==> src/rtl/popcnt_seq_ctrl.sv <==
// Multi-cycle population counter: one CHUNK-bit counter is reused once per beat
// to build cpop/cpopw results for XLEN-bit operands.
module popcnt_seq_ctrl #(
   parameter int XLEN  = 64,
   parameter int CHUNK = 16
) (
   input  logic                   clk,
   input  logic                   reset_n,
   input  logic                   ReqValid,
   output logic                   ReqReady,
   input  logic                   ReqW,
   input  logic [XLEN-1:0]        ReqOperand,
   input  logic                   Flush,
   output logic                   RspValid,
   input  logic                   RspReady,
   output logic [$clog2(XLEN):0]  RspPopCnt,
   output logic                   Busy
);

   // Handshakes: a transfer happens on a rising edge where valid and ready are
   // both high; a source holds valid and payload stable until it is taken.

   localparam int CW      = $clog2(XLEN) + 1;
   localparam int NB_FULL = XLEN / CHUNK;
   localparam int NB_W    = 32 / CHUNK;
   localparam int BW      = $clog2(NB_FULL + 1);

   localparam logic [BW-1:0]   LAST_FULL = BW'(NB_FULL - 1);
   localparam logic [BW-1:0]   LAST_W    = BW'(NB_W - 1);
   localparam logic [XLEN-1:0] LO_MASK   = XLEN'(64'h0000_0000_FFFF_FFFF);

   typedef enum logic [1:0] {
      IDLE  = 2'd0,
      COUNT = 2'd1,
      DONE  = 2'd2
   } state_t;

   state_t            state, state_nx;
   logic [XLEN-1:0]   sh, sh_shift, load_val;
   logic [CW-1:0]     acc, chunk_cnt;
   logic [BW-1:0]     beat;
   logic              w_q, load_w, accept, last_beat;

   function automatic logic [CW-1:0] popcount(input logic [CHUNK-1:0] v);
      logic [CW-1:0] c;
      c = '0;
      for (int i = 0; i < CHUNK; i++) c = c + CW'(v[i]);
      return c;
   endfunction

   // ReqW only has meaning when the operand is wider than a word.
   assign load_w    = ReqW && (XLEN > 32);
   assign load_val  = load_w ? (ReqOperand & LO_MASK) : ReqOperand;
   assign sh_shift  = sh >> CHUNK;
   assign chunk_cnt = popcount(sh[CHUNK-1:0]);
   assign last_beat = (beat == (w_q ? LAST_W : LAST_FULL));

   assign RspPopCnt = acc;
   assign Busy      = (state != IDLE);

   always_ff @(posedge clk or negedge reset_n) begin
      if (!reset_n) state <= IDLE;
      else          state <= state_nx;
   end

   always_comb begin
      state_nx = state;
      ReqReady = 1'b0;
      RspValid = 1'b0;
      case (state)
         IDLE: begin
            ReqReady = ~Flush;
            if (ReqValid && ReqReady) state_nx = COUNT;
         end
         COUNT: begin
            // Stop early once nothing is left to count.
            if (last_beat || (sh_shift == '0)) state_nx = DONE;
         end
         DONE: begin
            RspValid = 1'b1;
            ReqReady = RspReady & ~Flush;
            if (RspReady) state_nx = ReqValid ? COUNT : IDLE;
         end
         default: state_nx = IDLE;
      endcase
      if (Flush) state_nx = IDLE;
      accept = ReqValid && ReqReady;
   end

   always_ff @(posedge clk or negedge reset_n) begin
      if (!reset_n) begin
         sh   <= '0;
         acc  <= '0;
         beat <= '0;
         w_q  <= 1'b0;
      end else if (Flush) begin
         sh   <= '0;
         acc  <= '0;
         beat <= '0;
         w_q  <= 1'b0;
      end else if (accept) begin
         sh   <= load_val;
         acc  <= '0;
         beat <= '0;
         w_q  <= load_w;
      end else if (state == COUNT) begin
         sh   <= sh_shift;
         acc  <= acc + chunk_cnt;
         beat <= beat + BW'(1);
      end
   end

endmodule

==> config.mk <==
export PLATFORM = sky130hd
export DESIGN_NAME = popcnt_seq_ctrl
export DESIGN_NICKNAME = d
export VERILOG_FILES = /design/src/rtl/popcnt_seq_ctrl.sv
export SDC_FILE = /design/constraint.sdc
export NUM_CORES = 1
export LEC_CHECK = 0
export CAP_MARGIN = 30
export CORE_ASPECT_RATIO = 0.7
export CORE_UTILIZATION = 50
export CTS_BUF_LIST = sky130_fd_sc_hd__clkbuf_8 sky130_fd_sc_hd__clkbuf_16
export DETAILED_ROUTE_END_ITERATION = 6
export HOLD_SLACK_MARGIN = 0.08
export PLACE_DENSITY = 0.8
export SYNTH_ARGS = -nofsm -noshare
export SYNTH_HDL_FRONTEND = slang
export SYNTH_SLANG_ARGS = --single-unit
==> constraint.sdc <==
create_clock -name clk -period 11.4 [get_ports clk]
set_input_delay 1.71 -clock clk [delete_from_list [all_inputs] [get_ports clk]]
set_output_delay 1.71 -clock clk [all_outputs]
set_load 0.01 [all_outputs]
After elaboration in Yosys (flattened, before gate mapping) --
Index checks and enable logic that the tools add are counted.
Operators by class: bitwise gates (word level) 2, equality and inequality tests 6, reduce and logical (&&, ||, !) cells 9, add/subtract/negate cells 17, muxes and demuxes 21
Operator list (count):
- $mux 64 | 4
- $logic_not 64->1 | 1
- $add 7x1->7 | 9
- $mux 7 | 3
- $mux 2 | 5
- $mux 3 | 3
- $ne 3x3->1 const B | 3
- $add 6x1->7 | 1
- $add 7x7->7 | 1
- $add 5x1->6 | 1
- $pmux 2 s3 | 1
- $add 4x1->5 | 1
- $add 3x1->4 | 1
- $mux 1 | 4
- $reduce_bool 2->1 | 2
- $add 2x1->3 | 1
- $add 3x1->3 const B | 1
- $eq 3x2->1 | 1
- $reduce_and 3->1 | 1
- $reduce_bool 3->1 | 1
- $add 1x1->2 | 1
- $eq 2x1->1 const B | 1
- $eq 2x2->1 const B | 1
- $logic_and 1x1->1 | 2
- 5 further kinds | 5
Word-level totals: output and inout port bits 10, input port bits 70, flip-flop bits (word level) 77

Longest topological paths before layout --
depth in word-level cells 19, depth in mapped cells 13, mapped depth without buffers 13

Worst setup path after synthesis --
No wires, ideal clock.
kind input port to output port, start point input Flush, end point output ReqReady, path buffers 1, arrival time 2190 ps, stages 2, path slack 7500 ps, cell sequence clkbuf_1 nor3_1
On the way: longest elaborated chain between the ends 3
Ends and longest elaborated chain:
- start, declared | RTL line 13 | input logic Flush,
- $not 1->1 (*) | RTL line 72, 81
- $and 1x1->1 | RTL line 81 | ReqReady = RspReady & ~Flush;
- $pmux 1 s2 (*) | RTL line 70 | case (state)
- end, declared | RTL line 10 | output logic ReqReady,
Every way passes the cells marked *; elsewhere a longest branch is shown, timed or not.

Worst setup path in the final report --
Same ends and word-level chain as after synthesis.

==> summary by stage <==
Floorplan
Measured along the y axis, the die boundary spans 74.8 um. The initial utilization of the core area, before any placement, comes to 0.517. The number of rows created at floorplan is 26.

In this run the count of I/O pins placed on the die edge is 80. The floorplan step defined a core boundary enclosing 7320 um^2. The die is around 110 um wide. The die covers 7930 um^2.

Clocking
The clock tree root driver cell is sky130_fd_sc_hd__clkbuf_8. The number of hold buffers added after CTS was 0. The post-cts repair resize count is 0. CTS saw 77 sinks. The largest buffer count on any clock path is 2. The total setup buffers inserted after CTS is 0. The maximum level of the CTS H-tree is 3.

Clock-pin slew was measured on the worst setup and hold paths at 0.07 ns. The clock tree from TritonCTS is done. The insertion delay to the later sink of the worst-skew pair is 0.35 ns. In this run, CTS created clock tree buffers numbering 9.

Critical path
The startpoint identified for the worst register-to-register timing path is RspPopCnt[0]. The worst reg-to-reg path cell count is 11. The worst setup path is launched from a primary input. The critical path endpoint category is an output pin.

The register-to-register setup slack is 7.32 ns. The timing startpoint of the critical path is Flush. Data on the critical path is required at its endpoint by 9.69 ns. By startpoint and endpoint, the worst setup path is classified as in2out. In this run the worst path has a maximum fanout of 15. For the worst setup path, the data arrival time is 3.22 ns.

In this run the worst setup path terminates at ReqReady. The worst register-to-register path ends at RspPopCnt[6].

Global routing
The fraction of met3 tracks used by global routing is 0.0701. The most crowded layer after global routing is met1. The met2 track demand over resource is 0.373. The number of global-route vias before repair was just under 3,000.

Summed over all layers, the global routing overflow is 0. The wire length of the first global-routing pass is about 15 mm. The largest net degree at the start of global routing is 78. The met1 demand-to-capacity share in global routing is 0.374. The initial antenna violation count was 0. The overall global routing resource usage is 0.251.

Detailed routing
The remaining antenna violation count after routing is 0. The number of detailed-routing iterations run before antenna repair is 7. The routed design has 9.21 mm of wire.

The via count normalized by instance count is 5.94. The routed length per placed instance is 18.1 um. In the routed design, unresolved DRC markers number 29. The final route contains 3,025 vias. The first routing iteration left 478 violations.

Timing
The routed design could run at a clock period as short as roughly 4.9 ns. In this run the tightest slew margin relative to its limit is 0.508. Setup repair after global routing left no endpoint under its margin.

The hold violation total from the final report is 0. The worst hold slack is 0.499 ns. The post-route fraction of the period consumed by the critical path is 0.432. The number of pins exceeding their max-slew limit in the final report came to 0. The transition time at the pin with the least slew margin is ~0.74 ns.

The worst setup margin is ~6.5 ns. Setup violations remaining at the end of the flow were counted as 0. The clock arrives with 0.00690 ns of skew.

The achievable clock frequency is 203 MHz. The total negative slack for setup checks is 0 ns.

Synthesis
Of the total synthesized cell area, the portion taken by AND, OR, NAND and NOR gates is 0.0803. After synthesis, the netlist uses 39 different library cells. The post-synthesis xor/xnor area fraction is 0.00463. Of the total synthesized cell area, the portion taken by full adders, half adders and majority gates is 0.0932.

The area of the mapped netlist is 3790 um^2. The share of the synthesized area in compound gates (AO/OA/AOI/OAI) is 0.204. The post-synthesis net count is roughly 430.

Counting flops and latches in the post-synthesis netlist gives 77. Each instance of the synthesized netlist takes up on average between 10 and 15 um^2. For this run, the number of Yosys warnings is 0. The dominant combinational cell family by area after synthesis is compound AO/OA/AOI/OAI gates.

The proportion of synthesized chip area in sequential cells is 0.509. The proportion of synthesized area in mux cells is 0.00529. The number of standard cells after synthesis is 334.

Cells and area
Counting the fill cells in the layout gives 578. The top cell types in the final layout, fill and taps aside, are sky130_fd_sc_hd__clkdlybuf4s50_1, sky130_fd_sc_hd__dfrtp_1, sky130_fd_sc_hd__inv_1. The total non-filler cell area in the finished layout is approximately 4900 um^2. The repair_antennas step left the layout with diodes totalling 0. In the final design database the tool counted 498 nets. The ratio of cells with drive above 1 in the final layout is 0.0706.

Leaving out fill and tap cells, the most frequent cell in the layout is sky130_fd_sc_hd__clkdlybuf4s50_1. Compared with the post-synthesis result, the final layout area differs by 28.2%. The multi-input combinational cells in the finished layout cover a total of 1510 um^2. Summing all flip-flop and latch instances after layout gives 1930 um^2.

Placed design
The final estimated routing congestion in global placement is a little over 0.8. Detailed placement ended at an HPWL of 6.53 mm. The minimum setup slack after placement is 6.47 ns. Once placement finished, the instance area stood at 4650 um^2. Input and output buffers added on the ports amount to 79.

Power and ir drop
The net switching fraction of the power is 0.319. Overall power consumption after layout is estimated at 715 uW. Of the total power, combinational logic draws 0.297. The ratio of total power to cell area is approximately 150 nW/um^2. The net switching power figure is ~230 uW. The register share of total power is 0.445. The maximum vdd ir drop is 69.3 uV. The internal power of the cells totals 487 uW. For this design the static power due to leakage is between 0.002 and 0.0025 uW. The share of total power in the clock network is 0.258.

Run status
The run finished, with violations left. The final reports fail on design-rule violations.

Worst hold path
The type of the tightest min-delay check is reg2reg. Counting instances, the worst hold path has a depth of 2.

Flow run
Across the run, the number of max-cap violations was 0.
final cells by class:
cell class	instances	area share
Clock buffer	11	0.0312
Clock inverter	4	0.00490
Inverter	73	0.0564
Multi-Input combinational cell	161	0.310
Sequential cell	77	0.397
Tap cell	98	0.0253
Timing Repair Buffer	85	0.175
metal layers:
layer,up-vias,share of wire
met2,120,0.47
li1,1387,-
met3,8,0.079
met5,-,0
met1,1510,0.45
met4,0,0.0061
flip-flops by register name, summed over array words and instances (netlist names):
signal / count
w_q: 1
state: 2
beat: 3
RspPopCnt: 7
sh: 64
critical path: stages:
cell	delay, ns
sky130_fd_sc_hd__clkdlybuf4s50_1	0.66
sky130_fd_sc_hd__nor3_1	0.28
sky130_fd_sc_hd__clkdlybuf4s50_1	0.57
power by group through the flow:
stage,Clock (uW),Combinational (uW),Sequential (uW)
final,184,213,318
after global routing,204,242,321
after global placement,0,204,322
after detailed placement,0,212,323
after CTS,189,213,318
after floorplan,0,131,316
metrics by stage:
stage               instances   util
global placement          493  0.636
global route              509  0.663
CTS                       508  0.659
floorplan                 334      -
detailed placement        493  0.636
finish                    509  0.663
Yosys cell counts:
cell type,instances,area share
sky130_fd_sc_hd__mux2i_1,2,0.0053
sky130_fd_sc_hd__dfrtp_1,77,0.51
sky130_fd_sc_hd__nor4bb_1,1,0.0026
sky130_fd_sc_hd__inv_1,73,0.072
sky130_fd_sc_hd__o31a_1,2,0.0046
sky130_fd_sc_hd__o32a_1,1,0.0026
sky130_fd_sc_hd__nor2b_1,5,0.0083
sky130_fd_sc_hd__clkbuf_1,8,0.0079
sky130_fd_sc_hd__o21ai_0,5,0.0066
sky130_fd_sc_hd__xnor2_1,1,0.0023
sky130_fd_sc_hd__nor2_1,3,0.0030
sky130_fd_sc_hd__and3b_1,1,0.0023
sky130_fd_sc_hd__nand4_1,3,0.0050
sky130_fd_sc_hd__and2b_1,1,0.0020
sky130_fd_sc_hd__o32ai_1,1,0.0023
sky130_fd_sc_hd__or3b_1,1,0.0023
sky130_fd_sc_hd__nor3_1,5,0.0066
sky130_fd_sc_hd__and2_1,1,0.0017
sky130_fd_sc_hd__buf_2,13,0.017
sky130_fd_sc_hd__o21a_1,3,0.0059
sky130_fd_sc_hd__a22o_1,18,0.042
sky130_fd_sc_hd__a222oi_1,48,0.13
sky130_fd_sc_hd__ha_1,9,0.030
sky130_fd_sc_hd__a21oi_1,3,0.0040
sky130_fd_sc_hd__fa_1,12,0.063
sky130_fd_sc_hd__o211ai_1,1,0.0020
sky130_fd_sc_hd__or2b_1,1,0.0020
sky130_fd_sc_hd__nand2_1,5,0.0050
sky130_fd_sc_hd__a31oi_1,1,0.0017
sky130_fd_sc_hd__or2_2,2,0.0033
sky130_fd_sc_hd__nor4_1,12,0.020
sky130_fd_sc_hd__o221ai_1,1,0.0023
sky130_fd_sc_hd__buf_6,2,0.0059
sky130_fd_sc_hd__or3b_2,2,0.0046
sky130_fd_sc_hd__o31ai_1,2,0.0040
sky130_fd_sc_hd__xor2_1,1,0.0023
sky130_fd_sc_hd__or3_1,2,0.0033
sky130_fd_sc_hd__nand2b_1,4,0.0066
sky130_fd_sc_hd__nand3b_1,1,0.0020
how the worst min path moves through the flow:
stage                start     end
floorplan           sh[11]  sh[11]
global placement     sh[3]   sh[3]
detailed placement   sh[6]   sh[6]
CTS                  sh[6]   sh[6]
global route         sh[7]   sh[7]
finish               sh[6]   sh[6]
cell families (layout without fill, tap and decap cells):
kind of cell / count (synthesis) / after routing
fa+ha+maj: 21 / 21
compound gates: 86 / 86
mux: 2 / 2
flops: 77 / 77
buf+inv: 96 / 173
xor+xnor: 2 / 2
simple gates: 50 / 50
No activity file was read; power rests on OpenSTA's default activity.
